--- config.mk ---
export PLATFORM = sky130hd
export DESIGN_NAME = alert_handler_class_accu
export DESIGN_NICKNAME = d
export VERILOG_FILES = /design/src/rtl/alert_handler_class_pkg.sv /design/src/rtl/alert_handler_accu_cnt.sv /design/src/rtl/alert_handler_class_accu.sv
export SDC_FILE = /design/constraint.sdc
export NUM_CORES = 1
export LEC_CHECK = 0
export CAP_MARGIN = 20
export CORE_MARGIN = 10
export CORE_UTILIZATION = 35
export DETAILED_ROUTE_END_ITERATION = 6
export MAX_ROUTING_LAYER = met4
export PLACE_DENSITY_LB_ADDON = 0.3
export SYNTH_ARGS = -nofsm -noshare
export SYNTH_HDL_FRONTEND = slang
export SYNTH_SLANG_ARGS = --single-unit
--- constraint.sdc ---
create_clock -name clk_i -period 5.9 [get_ports clk_i]
set_input_delay 0.59 -clock clk_i [delete_from_list [all_inputs] [get_ports clk_i]]
set_output_delay 0.59 -clock clk_i [all_outputs]
set_load 0.01 [all_outputs]
--- src/rtl/alert_handler_class_pkg.sv ---
// Shared constants for the alert classifier/accumulator: default parameter
// values and the helper that derives the class index width from the class count.
package alert_handler_class_pkg;

  localparam int unsigned NAlertsDefault    = 8;
  localparam int unsigned NLocAlertsDefault = 4;
  localparam int unsigned NClassesDefault   = 4;
  localparam int unsigned AccuCntDwDefault  = 16;

  // Minimum width able to encode every class index 0..n_classes-1.
  function automatic int unsigned class_dw(input int unsigned n_classes);
    return (n_classes > 1) ? $clog2(n_classes) : 1;
  endfunction

  localparam int unsigned ClassDwDefault = class_dw(NClassesDefault);

endpackage : alert_handler_class_pkg

--- src/rtl/alert_handler_accu_cnt.sv ---
// One saturating per-class accumulator. A clear beats an increment in the same
// cycle; the threshold pulse is registered alongside the count.
module alert_handler_accu_cnt
  import alert_handler_class_pkg::*;
#(
  parameter int unsigned AccuCntDw = AccuCntDwDefault
) (
  input  logic                 clk_i,
  input  logic                 rst_i,
  input  logic                 clr,
  input  logic                 inc,
  input  logic [AccuCntDw-1:0] thresh,
  output logic [AccuCntDw-1:0] cnt,
  output logic                 trig
);

  logic [AccuCntDw-1:0] cnt_q;
  logic                 trig_q;
  logic [AccuCntDw:0]   cnt_inc;
  logic [AccuCntDw-1:0] cnt_sat;

  // Increment in one extra bit so the carry-out flags saturation instead of wrapping.
  always_comb begin
    cnt_inc = {1'b0, cnt_q} + (AccuCntDw + 1)'(1);
    cnt_sat = cnt_inc[AccuCntDw] ? {AccuCntDw{1'b1}} : cnt_inc[AccuCntDw-1:0];
  end

  // Count register and threshold pulse; clear has priority and drops a same-cycle hit.
  always_ff @(posedge clk_i) begin
    // NOTE: state registers use non-blocking assignments so every flop samples
    // the pre-edge values, independent of statement or process ordering.
    if (rst_i) begin
      cnt_q  <= '0;
      trig_q <= 1'b0;
    end else if (clr) begin
      cnt_q  <= '0;
      trig_q <= 1'b0;
    end else if (inc) begin
      cnt_q  <= cnt_sat;
      trig_q <= (cnt_sat >= thresh);
    end else begin
      trig_q <= 1'b0;
    end
  end

  assign cnt  = cnt_q;
  assign trig = trig_q;

endmodule : alert_handler_accu_cnt

--- src/rtl/alert_handler_class_accu.sv ---
// Alert classifier with per-class accumulation. Maps enabled alerts and local
// alerts onto NClasses classes, keeps sticky cause bits, emits registered
// per-class trigger pulses and drives one saturating accumulator per class.
// Optional build macro ALERT_CLASS_IN_REG_EN: registers the trig/en/class
// inputs first, adding one cycle of latency to causes and trigger outputs.
// The clear inputs are never registered.
module alert_handler_class_accu
  import alert_handler_class_pkg::*;
#(
  parameter int unsigned NAlerts    = NAlertsDefault,
  parameter int unsigned NLocAlerts = NLocAlertsDefault,
  parameter int unsigned NClasses   = NClassesDefault,
  parameter int unsigned ClassDw    = class_dw(NClasses),
  parameter int unsigned AccuCntDw  = AccuCntDwDefault
) (
  input  logic                              clk_i,
  input  logic                              rst_i,
  input  logic [NAlerts-1:0]                alert_trig_i,
  input  logic [NAlerts-1:0]                alert_en_i,
  input  logic [NAlerts*ClassDw-1:0]        alert_class_i,
  input  logic [NLocAlerts-1:0]             loc_alert_trig_i,
  input  logic [NLocAlerts-1:0]             loc_alert_en_i,
  input  logic [NLocAlerts*ClassDw-1:0]     loc_alert_class_i,
  input  logic [NClasses-1:0]               class_en_i,
  input  logic [NClasses*AccuCntDw-1:0]     accu_thresh_i,
  input  logic [NClasses-1:0]               accu_clr_i,
  input  logic [NAlerts-1:0]                cause_clr_i,
  input  logic [NLocAlerts-1:0]             loc_cause_clr_i,
  output logic [NAlerts-1:0]                alert_cause_o,
  output logic [NLocAlerts-1:0]             loc_alert_cause_o,
  output logic [NClasses-1:0]               class_trig_o,
  output logic [NClasses-1:0]               accu_trig_o,
  output logic [NClasses*AccuCntDw-1:0]     accu_cnt_o
);

  logic [NAlerts-1:0]            alert_trig;
  logic [NAlerts-1:0]            alert_en;
  logic [NAlerts*ClassDw-1:0]    alert_class;
  logic [NLocAlerts-1:0]         loc_trig;
  logic [NLocAlerts-1:0]         loc_en;
  logic [NLocAlerts*ClassDw-1:0] loc_class;

`ifdef ALERT_CLASS_IN_REG_EN
  // Input stage: capture alert events and their configuration one cycle early.
  always_ff @(posedge clk_i) begin
    if (rst_i) begin
      alert_trig  <= '0;
      alert_en    <= '0;
      alert_class <= '0;
      loc_trig    <= '0;
      loc_en      <= '0;
      loc_class   <= '0;
    end else begin
      alert_trig  <= alert_trig_i;
      alert_en    <= alert_en_i;
      alert_class <= alert_class_i;
      loc_trig    <= loc_alert_trig_i;
      loc_en      <= loc_alert_en_i;
      loc_class   <= loc_alert_class_i;
    end
  end
`else
  assign alert_trig  = alert_trig_i;
  assign alert_en    = alert_en_i;
  assign alert_class = alert_class_i;
  assign loc_trig    = loc_alert_trig_i;
  assign loc_en      = loc_alert_en_i;
  assign loc_class   = loc_alert_class_i;
`endif

  logic [NAlerts-1:0]    alert_cause_now;
  logic [NLocAlerts-1:0] loc_cause_now;
  logic [NAlerts-1:0]    alert_cause_q;
  logic [NLocAlerts-1:0] loc_cause_q;
  logic [NClasses-1:0]   hit_any;
  logic [NClasses-1:0]   hit;
  logic [NClasses-1:0]   class_trig_q;

  assign alert_cause_now = alert_en & alert_trig;
  assign loc_cause_now   = loc_en & loc_trig;

  // Sticky cause bits: a new cause in the same cycle overrides the W1C clear.
  always_ff @(posedge clk_i) begin
    if (rst_i) begin
      alert_cause_q <= '0;
      loc_cause_q   <= '0;
    end else begin
      alert_cause_q <= (alert_cause_q & ~cause_clr_i) | alert_cause_now;
      loc_cause_q   <= (loc_cause_q & ~loc_cause_clr_i) | loc_cause_now;
    end
  end

  // Class hit decode: OR of every active cause whose class index selects class k.
  // Indices at or above NClasses never match a loop value and are dropped.
  always_comb begin
    // NOTE: default assignment first so no path leaves hit_any unassigned (no latch).
    hit_any = '0;
    for (int k = 0; k < NClasses; k++) begin
      for (int i = 0; i < NAlerts; i++) begin
        if (alert_cause_now[i] && (alert_class[i*ClassDw +: ClassDw] == ClassDw'(k))) begin
          hit_any[k] = 1'b1;
        end
      end
      for (int j = 0; j < NLocAlerts; j++) begin
        if (loc_cause_now[j] && (loc_class[j*ClassDw +: ClassDw] == ClassDw'(k))) begin
          hit_any[k] = 1'b1;
        end
      end
    end
  end

  assign hit = hit_any & class_en_i;

  // Registered per-class trigger pulse, one per hit cycle.
  always_ff @(posedge clk_i) begin
    if (rst_i) begin
      class_trig_q <= '0;
    end else begin
      class_trig_q <= hit;
    end
  end

  for (genvar g = 0; g < NClasses; g++) begin : gen_accu
    alert_handler_accu_cnt #(
      .AccuCntDw (AccuCntDw)
    ) u_accu_cnt (
      .clk_i  (clk_i),
      .rst_i  (rst_i),
      .clr    (accu_clr_i[g]),
      .inc    (hit[g]),
      .thresh (accu_thresh_i[g*AccuCntDw +: AccuCntDw]),
      .cnt    (accu_cnt_o[g*AccuCntDw +: AccuCntDw]),
      .trig   (accu_trig_o[g])
    );
  end

  assign alert_cause_o     = alert_cause_q;
  assign loc_alert_cause_o = loc_cause_q;
  assign class_trig_o      = class_trig_q;

endmodule : alert_handler_class_accu

==> results.json, run 1 <==
{
  "status": "finished clean",
  "start_kind": "flop",
  "syn_nets": 1152,
  "finClkSkew_ns": 0.0141,
  "post-route-min-period_ns": 3.37,
  "die_x_um": 164,
  "synth_edf_count": 0,
  "ctsResizeCount": 0,
  "cts-root-buf": "clkbuf_16",
  "finalMaxSlewViolations": 0,
  "n_antenna_cell": 0,
  "antenna_found_initial": 0,
  "coreArea_sq_um": 20300,
  "clk_latency_ns": 0.35,
  "power_density_nw_per_um2": 155,
  "io_pins": 218,
  "postCtsSetupBuffers": 0,
  "vias": 7898,
  "worst_pin_slew_ns": 1.08,
  "hold_violations": 0,
  "synth_ff_type": "dfxtp_1",
  "port_buffers": 217,
  "globalRouteOverflowTotal": 0,
  "async_flop_share": 0,
  "ys_warn_count": 0,
  "rsz0062_at_grt": "no",
  "cpPeakStageDelay_ns": 0.60,
  "cts_buffers": 9,
  "grt_pass1_wl_um": 39800,
  "hpwlAfterDp_um": 20500,
  "drv_cap": 0,
  "fin_ws_ns": 2.53,
  "seq_area_frac_synth": 0.231,
  "first_iter_violations": 559,
  "layout.nets": 1338,
  "path_max_fanout": 17,
  "grt_pass1_vias": 7382,
  "cts_tree": "built",
  "num_rows": 52,
  "max-clock-path-buffers": 2,
  "period_share": 0.571,
  "synth_cell_type_count": 69,
  "gr-usage-met1": 0.248,
  "pre_cts_ws_ns": 2.53,
  "dieArea_sq_um": 26900,
  "start_util": 0.358,
  "gr-usage-met3": 0.0265,
  "leakagePower_nw": 4.13,
  "drc": 0,
  "cp_data_arrival_time_ns": 3.62,
  "fin_setup_tns_ns": 0,
  "num-fill-cells": 2020,
  "hold_buffers": 0,
  "cts.sink_count": 84,
  "power_mw": 1.54,
  "crit_chain": "ha_1 > nand3_4 > or4_4 > or2_1 > o21ai_0 > ha_1 > a21o_1 > a21o_1 > a211oi_1 > o21ai_0 > o211a_1",
  "setup.worst_path.end_class": "flop",
  "ant_nets": 0,
  "drive_gt1_frac": 0.0421,
  "grt.busiest_layer": "met2",
  "syn_area_per_cell_sq_um": 7.65,
  "critPathKind": "flop to flop",
  "path_clk_slew_ns": 0.07,
  "synth_area_sq_um": 7270,
  "relSlewSlack": 0.280,
  "fp.dieH_um": 164,
  "cp_data_required_time_ns": 6.15,
  "wire_per_inst_um": 18.2,
  "setup_viol": 0,
  "grt_usage": 0.187,
  "gp_congestion": 0.915,
  "crit_slowest_cell": "or4_4",
  "area_growth_pct": 36.8,
  "peakVddDrop_mv": 0.112,
  "first_pass_iters": 5,
  "grt.met2_usage": 0.292,
  "grt_max_degree": 30,
  "ys_ff_latch": 84,
  "synth_cells": 950,
  "via_per_inst": 5.60,
  "hold_class": "flop to flop",
  "ctsHtreeMaxLevel": 3,
  "wl_um": 25600,
  "max_freq_mhz": 297
}
-- per-stage QoR --
step / instances / instance area, sq um / utilization / hold WS, ns
2_1_floorplan: 950 / 7270 / - / 0.493
3_3_place_gp: 1395 / 9600 / 0.473 / 0.462
3_5_place_dp: 1395 / 9600 / 0.473 / 0.463
4_1_cts: 1410 / 9940 / 0.490 / 0.471
5_1_grt: 1410 / 9940 / 0.490 / 0.502
6_report: 1410 / 9940 / 0.490 / 0.472
-- registers in the layout, indices dropped and copies added (netlist names) --
name and cells:
gen_accu.u_accu_cnt.cnt 64, loc_alert_cause_o 4, gen_accu.u_accu_cnt.trig 4, class_trig_o 4
alert_cause_o 8
-- cells by family after synthesis --
logic type,Yosys count,share of synthesized area
and+or+nand+nor,353,0.264
AOI/OAI and AO/OA,261,0.260
buffers and inverters,149,0.0811
DFF,84,0.231
adders and majority gates,68,0.117
xor gates and xnor gates,21,0.0253
muxes,14,0.0203
-- critical path: cells and delay by family (launching register included) --
family | cells | cell delay (ns)
adders and majority gates | 2 | 0.60
and+or+nand+nor | 3 | 1.19
DFF | 1 | 0.42
AOI/OAI and AO/OA | 6 | 1.05
-- worst paths after layout --
kind / slack (ns) / startpoint / endpoint / depth (start not counted)
worst max-delay path: 2.53 / gen_accu[3].u_accu_cnt.cnt[1] / gen_accu[3].u_accu_cnt.trig / 11
worst min-delay path: 0.47 / alert_cause_o[0] / alert_cause_o[0] / 2
worst max register to register: 2.53 / gen_accu[3].u_accu_cnt.cnt[1] / gen_accu[3].u_accu_cnt.trig / 11
worst min register to register: 0.47 / alert_cause_o[0] / alert_cause_o[0] / 2
-- synth_stat cells, drive strengths merged, types with 17 or more instances --
library cell    n  share of area
inv           103          0.053
dfxtp          84           0.23
nand2          77          0.040
nor2           70          0.036
ha             68           0.12
o21ai          53          0.037
a21oi          41          0.028
a211oi         37          0.038
clkbuf         32          0.017
nand3          32          0.024
nand4          31          0.028
and3           26          0.022
nand2b         23          0.020
xnor2          19          0.023
nor3           18          0.012
a21o           17          0.018
nand4b         17          0.020
-- area by class of cell --
| type | instances | area (sq um) | area share |
|---|---|---|---|
| timing repair buffer | 221 | 2200 | 0.221 |
| clock buffer | 11 | 243 | 0.0244 |
| clock inverter | 4 | 97.6 | 0.00981 |
| sequential | 84 | 1680 | 0.169 |
| tap | 270 | 338 | 0.0340 |
| inverter | 103 | 387 | 0.0389 |
| multi-input combinational | 717 | 5000 | 0.502 |
-- per-layer routing --
layer	part of all wire	wire length (um)
met2	0.47	11900
met5	0	0
met4	0.011	277
met3	0.056	1430
met1	0.47	12000
-- power breakdown --
part           leakage, nW  internal (mW)  switching [mW]  total [mW]
logic                 3.29          0.140           0.142       0.282
clock network        0.162          0.424           0.251       0.675
registers            0.680          0.575         0.00600       0.581
total                 4.13           1.14           0.399        1.54
-- placed cells by master, fill, tap and decap left out, drive strengths merged, types with 4 or more instances in the layout --
cell | Yosys | final
inv | 103 | 103
and3 | 26 | 26
mux2 | 6 | 6
nand3 | 32 | 32
o221a | 8 | 8
a211oi | 37 | 37
xnor2 | 19 | 19
o21ai | 53 | 53
clkbuf | 32 | 11
o2111ai | 9 | 9
nand4b | 17 | 17
a221oi | 13 | 13
nor2 | 70 | 70
nand2b | 23 | 23
and2 | 11 | 11
clkdlybuf4s50 | 0 | 217
and4 | 13 | 13
a311oi | 8 | 8
buf | 14 | 4
nand4 | 31 | 31
mux2i | 8 | 8
a21oi | 41 | 41
o211ai | 14 | 14
dfxtp | 84 | 84
nor4bb | 9 | 9
nand2 | 77 | 77
a2111oi | 6 | 6
or2 | 9 | 9
o211a | 10 | 10
ha | 68 | 68
a21o | 17 | 17
nor3 | 18 | 18
nor4 | 9 | 9
a31oi | 9 | 9
o311a | 5 | 5
(Power assumes the default switching activity.)
==> run 2, diff against run 1 <==
Clock period 5.9 ns to 3.2 ns, I/O delays scaled along.
==> run 2 against run 1 <==
Compared with the run above:
- worst hold slack got worse by 0.00063 ns
- worst setup slack lost 2.4 ns
- sequential power rose by 84%
- power grew 82%
- wire length increased by 4.6%
- utilization rose by 1.7 points
- critical path depth is the same
- clock skew decreased by 0.0065 ns
- register-to-register slack got worse by 2.4 ns
- combinational power increased by 100%
- design area up 3.5%
- fmax is 11% higher
- largest power group unchanged
==> results.json, run 2 (same netlist as run 1, synthesis figures left out) <==
{
  "utilization": 0.507,
  "cts_tree": "built",
  "final_cell_mix": "clkdlybuf4s50_1, inv_1, dfxtp_1",
  "holdCritStartpoint": "alert_cause_o[4]",
  "fin_ws_ns": 0.176,
  "final_common_cell": "clkdlybuf4s50_1",
  "grt_pass1_wl_um": 41500,
  "reg2reg_setup_slack_ns": 0.18,
  "cts-root-buf": "clkbuf_16",
  "period_share": 0.945,
  "pre_cts_ws_ns": 0.121,
  "cts_buffers": 9,
  "hold_depth": 2,
  "final_cells": 1460,
  "clk_latency_ns": 0.35,
  "gp_congestion": 0.911,
  "whs_ns": 0.472,
  "hold_end": "alert_cause_o[4]",
  "status": "finished clean",
  "path_max_fanout": 9,
  "numPlacedInstances": 1442,
  "start_util": 0.358,
  "start_kind": "flop",
  "drive_gt1_frac": 0.0833,
  "design_area_sq_um": 10300,
  "path_delay_family": "simple AND/OR/NAND/NOR gates",
  "drv_cap": 0,
  "layout.nets": 1385,
  "first_iter_violations": 489,
  "cp_data_arrival_time_ns": 3.27,
  "worst_pin_slew_ns": 0.971,
  "setup.worst_path.end_class": "flop",
  "crit_chain": "ha_1 > nand3_4 > or4_4 > or2_1 > o21ai_0 > ha_1 > a21o_1 > a21o_1 > a211oi_1 > o21ai_0 > o211a_1",
  "reg2reg_from": "gen_accu[3].u_accu_cnt.cnt[1]",
  "post-route-min-period_ns": 3.02,
  "fin_setup_tns_ns": 0,
  "path_clk_slew_ns": 0.07,
  "fp.dieH_um": 164,
  "dieArea_sq_um": 26900,
  "max-clock-path-buffers": 2,
  "grt_pass1_vias": 7698,
  "wire_per_inst_um": 18.4,
  "crit_slowest_cell": "or4_4",
  "finClkSkew_ns": 0.00764,
  "grt_usage": 0.197,
  "cts.sink_count": 84,
  "critPathKind": "flop to flop",
  "wl_um": 26800,
  "postCtsSetupBuffers": 0,
  "ant_nets": 0,
  "setup_viol": 0,
  "hold_class": "flop to flop",
  "coreArea_sq_um": 20300,
  "power_density_nw_per_um2": 272,
  "cpPeakStageDelay_ns": 0.59,
  "ctsHtreeMaxLevel": 3,
  "grt_max_degree": 18,
  "path_buf_inv": 0,
  "place_area_sq_um": 9960,
  "largest_reg_flops": 64,
  "leakagePower_nw": 4.37,
  "cp_data_required_time_ns": 3.45,
  "num_rows": 52,
  "drc": 0,
  "rsz0062_at_grt": "no",
  "first_pass_iters": 5,
  "io_pins": 218,
  "r2r-end": "gen_accu[3].u_accu_cnt.trig",
  "setup.worst_path.start": "gen_accu[3].u_accu_cnt.cnt[1]",
  "die_x_um": 164,
  "relSlewSlack": 0.352,
  "peakVddDrop_mv": 0.236,
  "max_freq_mhz": 331,
  "antenna_found_initial": 2,
  "power_mw": 2.80,
  "port_buffers": 217,
  "hold_violations": 0,
  "via_per_inst": 5.53,
  "rr_worst_depth": 11,
  "finalMaxSlewViolations": 0,
  "area_growth_pct": 41.7,
  "hpwlAfterDp_um": 21300,
  "vias": 8068,
  "globalRouteOverflowTotal": 0
}
==> run 2: layout make-up <==
type,count,area (sq um)
Antenna cell,2,5.00
Sequential cell,84,1680
Fill cell,2013,10000
Multi-Input combinational cell,717,5010
Clock inverter,5,75.1
Inverter,103,387
Timing Repair Buffer,268,2550
Tap cell,270,338
Clock buffer,11,243
==> run 2: routing by layer <==
metal / up-vias / routed length (um) / track usage / part of all wire
met3: 34 / 1640 / 0.0295 / 0.061
met2: 275 / 12300 / 0.297 / 0.46
met4: 0 / 548 / 0.0654 / 0.020
li1: 4021 / - / - / -
met5: - / 0 / - / 0
met1: 3738 / 12300 / 0.265 / 0.46
==> run 2: worst max-delay path by stage <==
stage	to	slack, ns	cells past startpoint
floorplan	gen_accu[3].u_accu_cnt.trig	0.08	13
global placement	gen_accu[2].u_accu_cnt.trig	0.16	11
detailed placement	gen_accu[2].u_accu_cnt.trig	0.12	11
CTS	gen_accu[2].u_accu_cnt.trig	0.10	11
global route	gen_accu[3].u_accu_cnt.trig	0.0006	11
finish	gen_accu[3].u_accu_cnt.trig	0.18	11
==> run 2: worst reg2reg max path: stages (launching register included) <==
cell and delay [ns]:
dfxtp_1 0.34, ha_1 0.21, nand3_4 0.12, or4_4 0.60, or2_1 0.36, o21ai_0 0.12, ha_1 0.27, a21o_1 0.18
a21o_1 0.17, a211oi_1 0.20, o21ai_0 0.11, o211a_1 0.24
==> run 2: power breakdown <==
group          switching, mW  internal [mW]  leakage, nW
registers            0.00706           1.06        0.680
clock network          0.469          0.703        0.159
logic                  0.277          0.287         3.53
total                  0.753           2.05         4.37
==> run 2: repair_timing <==
| action | in CTS | in global routing |
|---|---|---|
| endpoints found under the setup margin | 0 | 4 |
| hold buffers | 0 | 0 |
| resized for setup | 0 | 5 |
==> run 3, diff against run 2 <==
Settings changed: REMOVE_ABC_BUFFERS set to 1.
==> run 3 against run 2 <==
Compared with the run above:
- combinational power fell by 1%
- final cell count fell by 0.48%
- worst hold slack improved by 0.0013 ns
- wire length fell by 3.2%
- critical path type unchanged
- largest cell class unchanged
==> results.json, run 3 (same netlist as run 1, synthesis figures left out) <==
{
  "status": "finished clean",
  "reg2reg_from": "gen_accu[0].u_accu_cnt.cnt[1]",
  "r2r-end": "gen_accu[0].u_accu_cnt.trig",
  "reg2reg_setup_slack_ns": 0.20,
  "drc": 0,
  "grt.busiest_layer": "met2",
  "final_common_cell": "clkdlybuf4s50_1",
  "wire_per_inst_um": 17.9,
  "max_freq_mhz": 333,
  "start_kind": "flop",
  "grt_pass1_vias": 7855,
  "clk_latency_ns": 0.35,
  "critPathKind": "flop to flop",
  "setup.worst_path.end_class": "flop",
  "drive_gt1_frac": 0.0770,
  "hold_violations": 0,
  "fp.dieH_um": 164,
  "leakagePower_nw": 4.36,
  "hold_depth": 2,
  "postCtsSetupBuffers": 0,
  "grt.met2_usage": 0.300,
  "largest_reg_flops": 64,
  "max-clock-path-buffers": 2,
  "setup_viol": 0,
  "gp_congestion": 0.925,
  "power_mw": 2.88,
  "holdCritStartpoint": "alert_cause_o[6]",
  "start_util": 0.358,
  "ant_nets": 0,
  "post-route-min-period_ns": 3.00,
  "path_clk_slew_ns": 0.06,
  "first_iter_violations": 430,
  "finClkSkew_ns": 0.00721,
  "clockPowerShare": 0.435,
  "cts.sink_count": 84,
  "area_growth_pct": 41.4,
  "first_pass_iters": 5,
  "hpwlAfterDp_um": 21000,
  "cp_data_required_time_ns": 3.44,
  "wl_um": 25900,
  "fin_setup_tns_ns": 0,
  "power_switching_uw": 726,
  "gr-usage-met3": 0.0373,
  "power_density_nw_per_um2": 280,
  "grt_usage": 0.193,
  "hold_class": "flop to flop",
  "worst_pin_slew_ns": 0.721,
  "dieArea_sq_um": 26900,
  "cts_tree": "built",
  "num_rows": 52,
  "p_sw_frac": 0.252,
  "cp_data_arrival_time_ns": 3.25,
  "hold_buffers": 0,
  "grt_max_degree": 18,
  "via_per_inst": 5.48,
  "hold_end": "alert_cause_o[6]",
  "io_pins": 218,
  "intPower_mw": 2.15,
  "die_x_um": 164,
  "gr-usage-met1": 0.246,
  "drv_cap": 0,
  "finalMaxSlewViolations": 0,
  "rr_worst_depth": 11,
  "relSlewSlack": 0.518,
  "port_buffers": 217,
  "ctsResizeCount": 0,
  "vias": 7967,
  "cts_buffers": 9,
  "path_max_fanout": 15,
  "layout.nets": 1379,
  "coreArea_sq_um": 20300,
  "cts-root-buf": "clkbuf_16",
  "period_share": 0.939,
  "pwr-share-seq": 0.371,
  "final_cell_mix": "clkdlybuf4s50_1, inv_1, dfxtp_1",
  "grt_pass1_wl_um": 41000,
  "globalRouteOverflowTotal": 0,
  "rsz0062_at_grt": "no",
  "ctsHtreeMaxLevel": 3,
  "p_comb_frac": 0.194,
  "peakVddDrop_mv": 0.218,
  "antenna_found_initial": 1
}
## run 3: area by class of cell
class | count | area, sq um
multi-input cells | 717 | 5010
repair buffers | 262 | 2510
inverters | 103 | 387
well taps | 270 | 338
flip-flops and latches | 84 | 1680
clock buffers | 12 | 256
diodes | 1 | 2.50
fillers | 1981 | 10000
clock inverters | 4 | 95.1
## run 3: worst max path at each step
| stage | from | cells after the start | endpoint |
|---|---|---|---|
| floorplan | gen_accu[3].u_accu_cnt.cnt[1] | 11 | gen_accu[3].u_accu_cnt.trig |
| global placement | gen_accu[3].u_accu_cnt.cnt[0] | 11 | gen_accu[3].u_accu_cnt.trig |
| detailed placement | gen_accu[0].u_accu_cnt.cnt[1] | 11 | gen_accu[0].u_accu_cnt.trig |
| CTS | gen_accu[0].u_accu_cnt.cnt[1] | 11 | gen_accu[0].u_accu_cnt.trig |
| global route | gen_accu[2].u_accu_cnt.cnt[4] | 10 | gen_accu[2].u_accu_cnt.trig |
| finish | gen_accu[0].u_accu_cnt.cnt[1] | 11 | gen_accu[0].u_accu_cnt.trig |
## run 3: per-stage QoR
step / cells / setup WS, ns / hold slack (ns) / utilization / cell area, sq um
finish: 1453 / 0.196 / 0.473 / 0.506 / 10300
global route: 1453 / 0.00490 / 0.489 / 0.506 / 10300
CTS: 1452 / 0.129 / 0.473 / 0.506 / 10300
detailed placement: 1436 / 0.153 / 0.465 / 0.488 / 9910
global placement: 1436 / 0.243 / 0.457 / 0.488 / 9910
floorplan: 904 / 0.0692 / 0.389 / - / 7060
## run 3: per-layer routing
layer | wire [um] | up-vias
met4 | 507 | 0
met3 | 1620 | 29
met5 | 0 | -
li1 | - | 4014
met1 | 12000 | 3654
met2 | 11800 | 270
## run 3: critical path, stage by stage (launching register included)
cell      delay [ns]
dfxtp_1         0.42
ha_1            0.24
and3_1          0.31
nand4_1         0.24
or2_4           0.38
nand2_1         0.08
ha_1            0.23
a21o_1          0.16
a21o_1          0.17
a211oi_1        0.29
o21ai_0         0.15
o211a_1         0.23
## run 3: power groups by stage
stage,Clock (mW),Combinational (mW),Sequential [mW]
after floorplan,0,0.195,1.10
after global placement,0,0.554,1.09
after detailed placement,0,0.559,1.09
after CTS,1.28,0.561,1.07
after global routing,1.32,0.611,1.07
final,1.25,0.558,1.07
